### src/rtl/wide_add_sequencer_pkg.sv
// rtl/wide_add_sequencer_pkg.sv - shared types and defaults for the wide add sequencer
//
// Purpose : FSM state encoding, default geometry and the index-width helper
//           used by the sequencer and its interface.
// Contents: state_t {IDLE, RUN, DONE}, DEF_WORD_W, DEF_NUM_WORDS, idx_width().
package wide_add_pkg;

    typedef enum logic [1:0] {
        IDLE = 2'd0,
        RUN  = 2'd1,
        DONE = 2'd2
    } state_t;

    localparam int DEF_WORD_W    = 32;
    localparam int DEF_NUM_WORDS = 4;

    // A single-word operand still needs a one-bit index register.
    function automatic int idx_width(input int num_words);
        return (num_words > 1) ? $clog2(num_words) : 1;
    endfunction

endpackage

### src/rtl/wide_add_sequencer_if.sv
// rtl/wide_add_sequencer_if.sv - request, adder and result signal bundle
//
// Purpose : Groups the request handshake, the word-serial adder link and the
//           result handshake of the wide add sequencer.
// Modports: slave  - the sequencer (accepts requests, drives the adder, emits results)
//           master - the surrounding parent (issues requests, hosts the adder, sinks results)
// Signals : in_valid/in_ready/in_a/in_b/in_cin   request
//           add_a/add_b/add_cin/add_c/add_cout   adder link
//           out_valid/out_ready/out_sum/out_cout result
//           busy                                 sequencer not idle
interface wide_add_sequencer_if
    import wide_add_pkg::*;
#(
    parameter int WORD_W    = DEF_WORD_W,
    parameter int NUM_WORDS = DEF_NUM_WORDS
);
    localparam int OP_W = WORD_W * NUM_WORDS;

    logic              in_valid;
    logic              in_ready;
    logic [OP_W-1:0]   in_a;
    logic [OP_W-1:0]   in_b;
    logic              in_cin;

    logic [WORD_W-1:0] add_a;
    logic [WORD_W-1:0] add_b;
    logic              add_cin;
    logic [WORD_W-1:0] add_c;
    logic              add_cout;

    logic              out_valid;
    logic              out_ready;
    logic [OP_W-1:0]   out_sum;
    logic              out_cout;

    logic              busy;

    modport slave (
        input  in_valid, in_a, in_b, in_cin,
        output in_ready,
        output add_a, add_b, add_cin,
        input  add_c, add_cout,
        output out_valid, out_sum, out_cout,
        input  out_ready,
        output busy
    );

    modport master (
        output in_valid, in_a, in_b, in_cin,
        input  in_ready,
        input  add_a, add_b, add_cin,
        output add_c, add_cout,
        input  out_valid, out_sum, out_cout,
        output out_ready,
        input  busy
    );

endinterface

### src/rtl/wide_add_sequencer.sv
// rtl/wide_add_sequencer.sv - word-serial operand sequencer for an external carry adder
//
// Purpose : Accepts one WORD_W*NUM_WORDS-bit add request, feeds an external
//           combinational WORD_W-bit adder one word per cycle (LSW first),
//           chains the carry through a register and presents the wide sum and
//           final carry-out until it is consumed.
// Ports   : clock - rising-edge clock
//           reset - asynchronous, active-high; discards any in-flight operation
//           bus   - wide_add_sequencer_if.slave (request, adder link, result, busy)
// Timing  : accept at edge E, out_valid from edge E+NUM_WORDS; no accept while
//           a result is pending, so the issue period is NUM_WORDS+2 cycles.
module wide_add_sequencer
    import wide_add_pkg::*;
#(
    parameter int WORD_W    = DEF_WORD_W,
    parameter int NUM_WORDS = DEF_NUM_WORDS
) (
    input  logic                 clock,
    input  logic                 reset,
    wide_add_sequencer_if.slave  bus
);

    localparam int OP_W  = WORD_W * NUM_WORDS;
    localparam int IDX_W = idx_width(NUM_WORDS);
    localparam logic [IDX_W-1:0] LAST_IDX = IDX_W'(NUM_WORDS - 1);

    state_t            r_state;
    state_t            w_next_state;
    logic [IDX_W-1:0]  r_idx;
    logic              r_carry;
    logic [OP_W-1:0]   r_a;
    logic [OP_W-1:0]   r_b;
    logic [OP_W-1:0]   r_sum;

    logic              w_accept;
    logic              w_last_word;

    assign w_accept    = (r_state == IDLE) && bus.in_valid;
    assign w_last_word = (r_idx == LAST_IDX);

    // ------------------------------------------------------------------
    // FSM state register
    // ------------------------------------------------------------------
    always_ff @(posedge clock or posedge reset) begin
        if (reset) begin
            r_state <= IDLE;
        end else begin
            r_state <= w_next_state;
        end
    end

    // ------------------------------------------------------------------
    // FSM next state and handshake / adder-link outputs
    // ------------------------------------------------------------------
    always_comb begin
        w_next_state  = r_state;
        bus.in_ready  = 1'b0;
        bus.out_valid = 1'b0;
        bus.busy      = 1'b1;
        bus.add_a     = '0;
        bus.add_b     = '0;
        bus.add_cin   = 1'b0;

        case (r_state)
            IDLE: begin
                bus.in_ready = 1'b1;
                bus.busy     = 1'b0;
                if (bus.in_valid) begin
                    w_next_state = RUN;
                end
            end
            RUN: begin
                // Word slice mux: the current word of each operand goes to the adder.
                bus.add_a   = r_a[int'(r_idx)*WORD_W +: WORD_W];
                bus.add_b   = r_b[int'(r_idx)*WORD_W +: WORD_W];
                bus.add_cin = r_carry;
                if (w_last_word) begin
                    w_next_state = DONE;
                end
            end
            DONE: begin
                bus.out_valid = 1'b1;
                if (bus.out_ready) begin
                    w_next_state = IDLE;
                end
            end
            default: begin
                w_next_state = IDLE;
            end
        endcase
    end

    // ------------------------------------------------------------------
    // Datapath: operand capture, partial-sum collection, carry chaining
    // ------------------------------------------------------------------
    always_ff @(posedge clock or posedge reset) begin
        if (reset) begin
            r_idx   <= '0;
            r_carry <= 1'b0;
            r_a     <= '0;
            r_b     <= '0;
            r_sum   <= '0;
        end else if (w_accept) begin
            // Inputs are sampled only here; they may change freely afterwards.
            r_a     <= bus.in_a;
            r_b     <= bus.in_b;
            r_carry <= bus.in_cin;
            r_idx   <= '0;
        end else if (r_state == RUN) begin
            r_sum[int'(r_idx)*WORD_W +: WORD_W] <= bus.add_c;
            r_carry                             <= bus.add_cout;
            if (!w_last_word) begin
                r_idx <= r_idx + 1'b1;
            end
        end
    end

    // The sum register is left intact after the result is consumed; after the
    // final word the carry register holds the MSW carry-out.
    assign bus.out_sum  = r_sum;
    assign bus.out_cout = r_carry;

endmodule

### src/flat_wrapper.sv
// flat-port wrapper written by rule: the top's interface ports become plain ports
module wide_add_sequencer_flat import wide_add_pkg::*;
#(
    parameter int WORD_W    = DEF_WORD_W,
    parameter int NUM_WORDS = DEF_NUM_WORDS
)
  (clock, reset, bus_in_valid, bus_in_a, bus_in_b, bus_in_cin, bus_in_ready, bus_add_a, bus_add_b, bus_add_cin, bus_add_c, bus_add_cout, bus_out_valid, bus_out_sum, bus_out_cout, bus_out_ready, bus_busy);
  wide_add_sequencer_if #(.WORD_W(WORD_W), .NUM_WORDS(NUM_WORDS)) bus_i ();
  input  logic clock;
  input  logic reset;
  input wire logic [$bits(bus_i.in_valid)-1:0] bus_in_valid;
  input wire logic [$bits(bus_i.in_a)-1:0] bus_in_a;
  input wire logic [$bits(bus_i.in_b)-1:0] bus_in_b;
  input wire logic [$bits(bus_i.in_cin)-1:0] bus_in_cin;
  output wire logic [$bits(bus_i.in_ready)-1:0] bus_in_ready;
  output wire logic [$bits(bus_i.add_a)-1:0] bus_add_a;
  output wire logic [$bits(bus_i.add_b)-1:0] bus_add_b;
  output wire logic [$bits(bus_i.add_cin)-1:0] bus_add_cin;
  input wire logic [$bits(bus_i.add_c)-1:0] bus_add_c;
  input wire logic [$bits(bus_i.add_cout)-1:0] bus_add_cout;
  output wire logic [$bits(bus_i.out_valid)-1:0] bus_out_valid;
  output wire logic [$bits(bus_i.out_sum)-1:0] bus_out_sum;
  output wire logic [$bits(bus_i.out_cout)-1:0] bus_out_cout;
  input wire logic [$bits(bus_i.out_ready)-1:0] bus_out_ready;
  output wire logic [$bits(bus_i.busy)-1:0] bus_busy;
  assign bus_i.in_valid = bus_in_valid;
  assign bus_i.in_a = bus_in_a;
  assign bus_i.in_b = bus_in_b;
  assign bus_i.in_cin = bus_in_cin;
  assign bus_in_ready = bus_i.in_ready;
  assign bus_add_a = bus_i.add_a;
  assign bus_add_b = bus_i.add_b;
  assign bus_add_cin = bus_i.add_cin;
  assign bus_i.add_c = bus_add_c;
  assign bus_i.add_cout = bus_add_cout;
  assign bus_out_valid = bus_i.out_valid;
  assign bus_out_sum = bus_i.out_sum;
  assign bus_out_cout = bus_i.out_cout;
  assign bus_i.out_ready = bus_out_ready;
  assign bus_busy = bus_i.busy;
  wide_add_sequencer #(.WORD_W(WORD_W), .NUM_WORDS(NUM_WORDS)) u_core (.clock(clock), .reset(reset), .bus(bus_i));
endmodule
### config.mk
export PLATFORM = sky130hd
export DESIGN_NAME = wide_add_sequencer_flat
export DESIGN_NICKNAME = d
export VERILOG_FILES = /design/src/rtl/wide_add_sequencer_pkg.sv /design/src/rtl/wide_add_sequencer_if.sv /design/src/rtl/wide_add_sequencer.sv /design/src/flat_wrapper.sv
export SDC_FILE = /design/constraint.sdc
export NUM_CORES = 1
export LEC_CHECK = 0
export ABC_AREA = 1
export CORE_MARGIN = 1
export CORE_UTILIZATION = 40
export CTS_CLUSTER_SIZE = 8
export DETAILED_ROUTE_END_ITERATION = 10
export PLACE_DENSITY = 0.67
export SLEW_MARGIN = 20
export SYNTH_ARGS = -nofsm -noshare
export SYNTH_HDL_FRONTEND = slang
export SYNTH_SLANG_ARGS = --single-unit
### constraint.sdc
create_clock -name clock -period 18 [get_ports clock]
set_input_delay 5.4 -clock clock [delete_from_list [all_inputs] [get_ports clock]]
set_output_delay 5.4 -clock clock [all_outputs]
set_load 0.05 [all_outputs]
# Yosys cells after proc, flatten, opt, wreduce, memory -nomap -nowiden
# Cells that the tools add are included.
[totals]
register_bits = 389
out_inout_bits = 197
word_cells = 42
[classes]
n_addsub = 2
n_eq_ne = 7
shifts = 4
muxes = 16
n_bitwise = 1
n_reduce_logical = 6
[ops]
columns = ["cell", "count"]
rows = [
  ["variable part select 128 x 8 -> 32 bit", 2],
  ["bitwise mux 128 bit", 1],
  ["variable shift 32 x 33 -> 128 bit (first input constant)", 1],
  ["variable part select 32 x 33 -> 128 bit", 1],
  ["2-to-1 mux 32 bit", 2],
  ["negator 7 -> 33 bit", 1],
  ["2-to-1 mux 2 bit", 6],
  ["2-to-1 mux 1 bit", 6],
  ["one-hot mux 2 bit (3 select lines)", 1],
  ["equality test 2 bit (second input constant)", 2],
  ["inequality test 2 x 1 -> 1 bit (second input constant)", 2],
  ["inequality test 2 bit (second input constant)", 2],
  ["AND reduction 2 bit", 2],
  ["AND reduction 3 bit", 1],
  ["adder 2 x 1 -> 2 bit (second input constant)", 1],
  ["equality test 2 x 1 -> 1 bit (second input constant)", 1],
  ["zero test 2 bit", 1],
  ["nonzero test 2 bit", 1],
  ["logical AND 1 bit", 1],
  ["NOT 1 bit", 1],
]

# Depth between registers and ports, before layout
[depth]
depth_word = 4
mapped_depth = 11

# Least setup slack after synthesis
# OpenSTA, ideal clock, no wires.
[synth_timing]
path_type = "register to output"
start = "register u_core.r_idx[0]"
end = "output bus_add_b[22]"
arrival_time_ns = 1.852
t_required_ns = 12.600
setup_slack_ns = 10.748
path_stages_with_launch = 7
path_cell_list = "dfrtp_1 > buf_2 > clkbuf_1 > clkbuf_1 > nand2_1 > nand3_1 > a21oi_1"
[synth_via]
elab_chain_cells = 2
[synth_lines]
columns = ["element", "line", "rtl"]
rows = [
  ["start, declared", "wide_add_sequencer.sv:29", "logic [IDX_W-1:0] r_idx;"],
  ["start signal, assigned", "wide_add_sequencer.sv:113", "r_idx <= r_idx + 1'b1;"],
  ["variable part select 128 x 8 -> 32 bit", "wide_add_sequencer.sv:75", "bus.add_b = r_b[int'(r_idx)*WORD_W +: WORD_W];"],
  ["2-to-1 mux 32 bit", "wide_add_sequencer.sv:64", "case (r_state)"],
  ["end, declared", "flat_wrapper.sv:17", "output wire logic [$bits(bus_i.add_b)-1:0] bus_add_b;"],
]
# No other way between the ends.

# Worst setup path in the final report
[layout_timing]
start = "register u_core.r_idx[0]"
end = "output bus_add_b[15]"
# The elaborated chain is that of the path after synthesis.

==> impl_results.md <==
* Die height at around 210 um
* Syn nets at around 2,600
* GPL Wtd Cong at 0.873
* Final WL at 56,900 um
* Hold crit path type: reg -> reg
* Per-cell routed wire length at ~17 um
* LEAKAGE at 0.0123 uW
* Final std cells w/o fill at 3,296
* Max cap viols at 0
* Cell Pwr Density at 208 nW/um^2
* GR Overflow Total at 0
* Worst rel slew slack at 28.1%
* Initial antenna violation count at 22
* Via-to-Cell Ratio at around 4.9
* Final Util at a little under three fifths
* Resize count post-CTS at 0
* Critical path fanouts, max at 116
* Clock sinks at 389
* Tot GR Track Use at 25.2%
* Logic pwr share at approximately 54%
* Synth top area cells: dfrtp_1 55%, nand2_1 14%, a21oi_1 9.1%
* Distinct cells, synth at 17
* Pint at 2630 uW
* Post-synth top area share at 55.4%
* Worst-skew pair later-pin latency at roughly 0.57 ns
* Tcrit/Tclk final at 51.3%
* Mapped Cells at between 2,000 and 2,500
* Setup TNS at 0 ns
* Count leader, synth: nand2_1
* Sequence of cells on the critical path: inv_6 -> buf_4 -> nand2_1 -> nand3_1 -> a21oi_1 -> clkdlybuf4s50_1
* Clock power frac at 18.0%
* Router iterations before antenna repair at 5
* Largest delay share family, worst path: buffers and inverters
* RSZ-0062 raised after global routing: false
* Crit end category: output port
* H-tree lvl count at 2
* Fin nets at 2,996
* Number of synthesized flops with an enable pin at 0
* Final-report setup violation count at 0
* Maximum vdd ir drop at 153 uV
* First-pass GRT wire length at 87,200 um
* Antenna Nets Post-Route at 0
* CTS clk-pin slew, worst paths at roughly 0.050 ns
* Critical setup path kind: reg -> out
* Boundary Pins at 491
* Core ar. at between 40,000 and 50,000 sq um
* Pin count of the biggest net entering global routing at 166
* Vias in the first global route at approximately 16,000
* Worst Path Required at 12.60 ns
* Row count at 76
* DIE WIDTH at 212 um
* Final Hold Vio Count at 0
* Worst path max stage delay at 0.78 ns
* Share of total power in sequential cells at between 20 and 30%
* Maximum clock frequency at 108 MHz
* Avg Synthesized Cell Area at 7.74 sq um
* Max Root-Sink Buffers at 3
* Sequential element share of the synthesized area at 55.4%
* Power Total at 5050 uW
* Clock Tree Root: clkbuf_16
* Mapped Area at 17,600 sq um
* Synthesis warning total at 0
* Switching pwr at about 2400 uW
* Setup Skew at 0.00810 ns
* Drt drc at 0
* CP max-delay cell: clkdlybuf4s50_1
* Synth async-reset ratio at 100%
* P&R area growth vs syn at 38.0%
* Minimum clock period at 9.24 ns
* Sw Ratio at 47.9%
* Synth Register Bits at 389
* Hold_buf cts at 0
* Top cells by count, synth: 651 x nand2_1, 389 x dfrtp_1, 320 x a21oi_1
* Area leader, netlist: dfrtp_1
* Status: completed
* Num CTS Buffers at 54
* Starting DRT DRC Count at between 1,000 and 1,500
* CTS tree: done
* Port bufs at between 400 and 500
* Startpoint types: flop
* Worst Max-Slew Pin Slew at roughly 1.1 ns
* Slew Limit Fails at 0
* WP data arrival at 3.84 ns
* Buffer and inverter count on the worst path at 3
* Share of layout cells above drive strength 1 at about 3.4%
* Die area at 44,800 sq um
* Prevailing post-synth register cell: dfrtp_1
* Initial Utilization at 40.7%
* Setup Fix Bufs, Post-CTS at 0
* Vias after detailed routing at about 16,000
* Placed cells at between 3,000 and 4,000
* Post-DP HPWL at 37,900 um
[sequential cells by signal (all words and copies together) (netlist names)]
name / cells
u_core.r_idx: 2
u_core.bus.out_sum: 128
u_core.r_state: 2
u_core.bus.out_cout: 1
u_core.r_a: 128
u_core.r_b: 128
[stage by stage]
stage               hold slack, ns  setup slack [ns]  instance area, sq um
finish                       0.473              8.76                 24300
CTS                          0.478              8.69                 24200
global placement             0.461              9.31                 22800
detailed placement           0.464              9.31                 22800
floorplan                    0.481              1.79                 17600
global route                 0.486              8.56                 24300
[per-layer routing]
layer  track usage [%]  vias to the layer above  share of wire, %
li1                  -                     7772                 -
met4              10.5                       22               3.1
met5                 0                        -              0.27
met3              6.44                      115               7.9
met2              41.9                      576                49
met1              31.0                     7716                40
[cells by family after synthesis]
group	count (synthesis)	share of synthesized area [%]
simple gates	1115	25.1
buf+inv	439	9.92
fa+ha+maj	5	0.356
flops	389	55.4
compound gates	324	9.24
[placed cells by master (no fill, tap or decap), drive strengths merged]
cell,netlist,final
nor2,297,297
clkdlybuf4s50,0,490
a21oi,320,320
clkbuf,68,60
ha,5,5
nand3,165,165
o31ai,1,1
o21ai,3,3
inv,299,299
nand2,653,653
diode,0,10
buf,72,19
dfrtp,389,389
[final cells by class]
class | count | area, sq um
sequential | 389 | 9740
fill | 4073 | 18900
tap | 585 | 732
multi-input combinational | 1444 | 6110
timing repair buffer | 509 | 5070
clock buffer | 60 | 1450
inverter | 299 | 1130
antenna | 10 | 25.0
[worst min-delay path: cells and delay by family (launching register included)]
kind | cells | cell delay, ns
flip-flops | 1 | 0.34
AND/OR/NAND/NOR | 2 | 0.10
[final timing paths]
kind                                               startpoint  slack [ns]                            endpoint  depth (start not counted)
hold reg to reg            u_core.bus.out_sum[57]$_DFFE_PP0P_        0.47  u_core.bus.out_sum[57]$_DFFE_PP0P_                          2
min in group asynchronous                               reset        5.34          u_core.r_a[10]$_DFFE_PP0N_                          2
setup / recovery                  u_core.r_idx[0]$_DFFE_PP0P_        8.76                       bus_add_b[15]                          6
hold / removal             u_core.bus.out_sum[57]$_DFFE_PP0P_        0.47  u_core.bus.out_sum[57]$_DFFE_PP0P_                          2
max in group asynchronous                               reset       10.46         u_core.r_idx[1]$_DFFE_PP0P_                          4
setup reg to reg                u_core.r_state[0]$_DFFE_PP0P_       14.51          u_core.r_b[76]$_DFFE_PP0N_                          6
[power groups by stage]
stage	combinational (uW)	clock (uW)	sequential (uW)
3_5_place_dp	2730	0	1420
4_1_cts	2740	928	1410
6_report	2730	910	1410
5_1_grt	2940	963	1450
2_1_floorplan	1500	0	1760
3_3_place_gp	2690	0	1410
(Power assumes the default switching activity.)
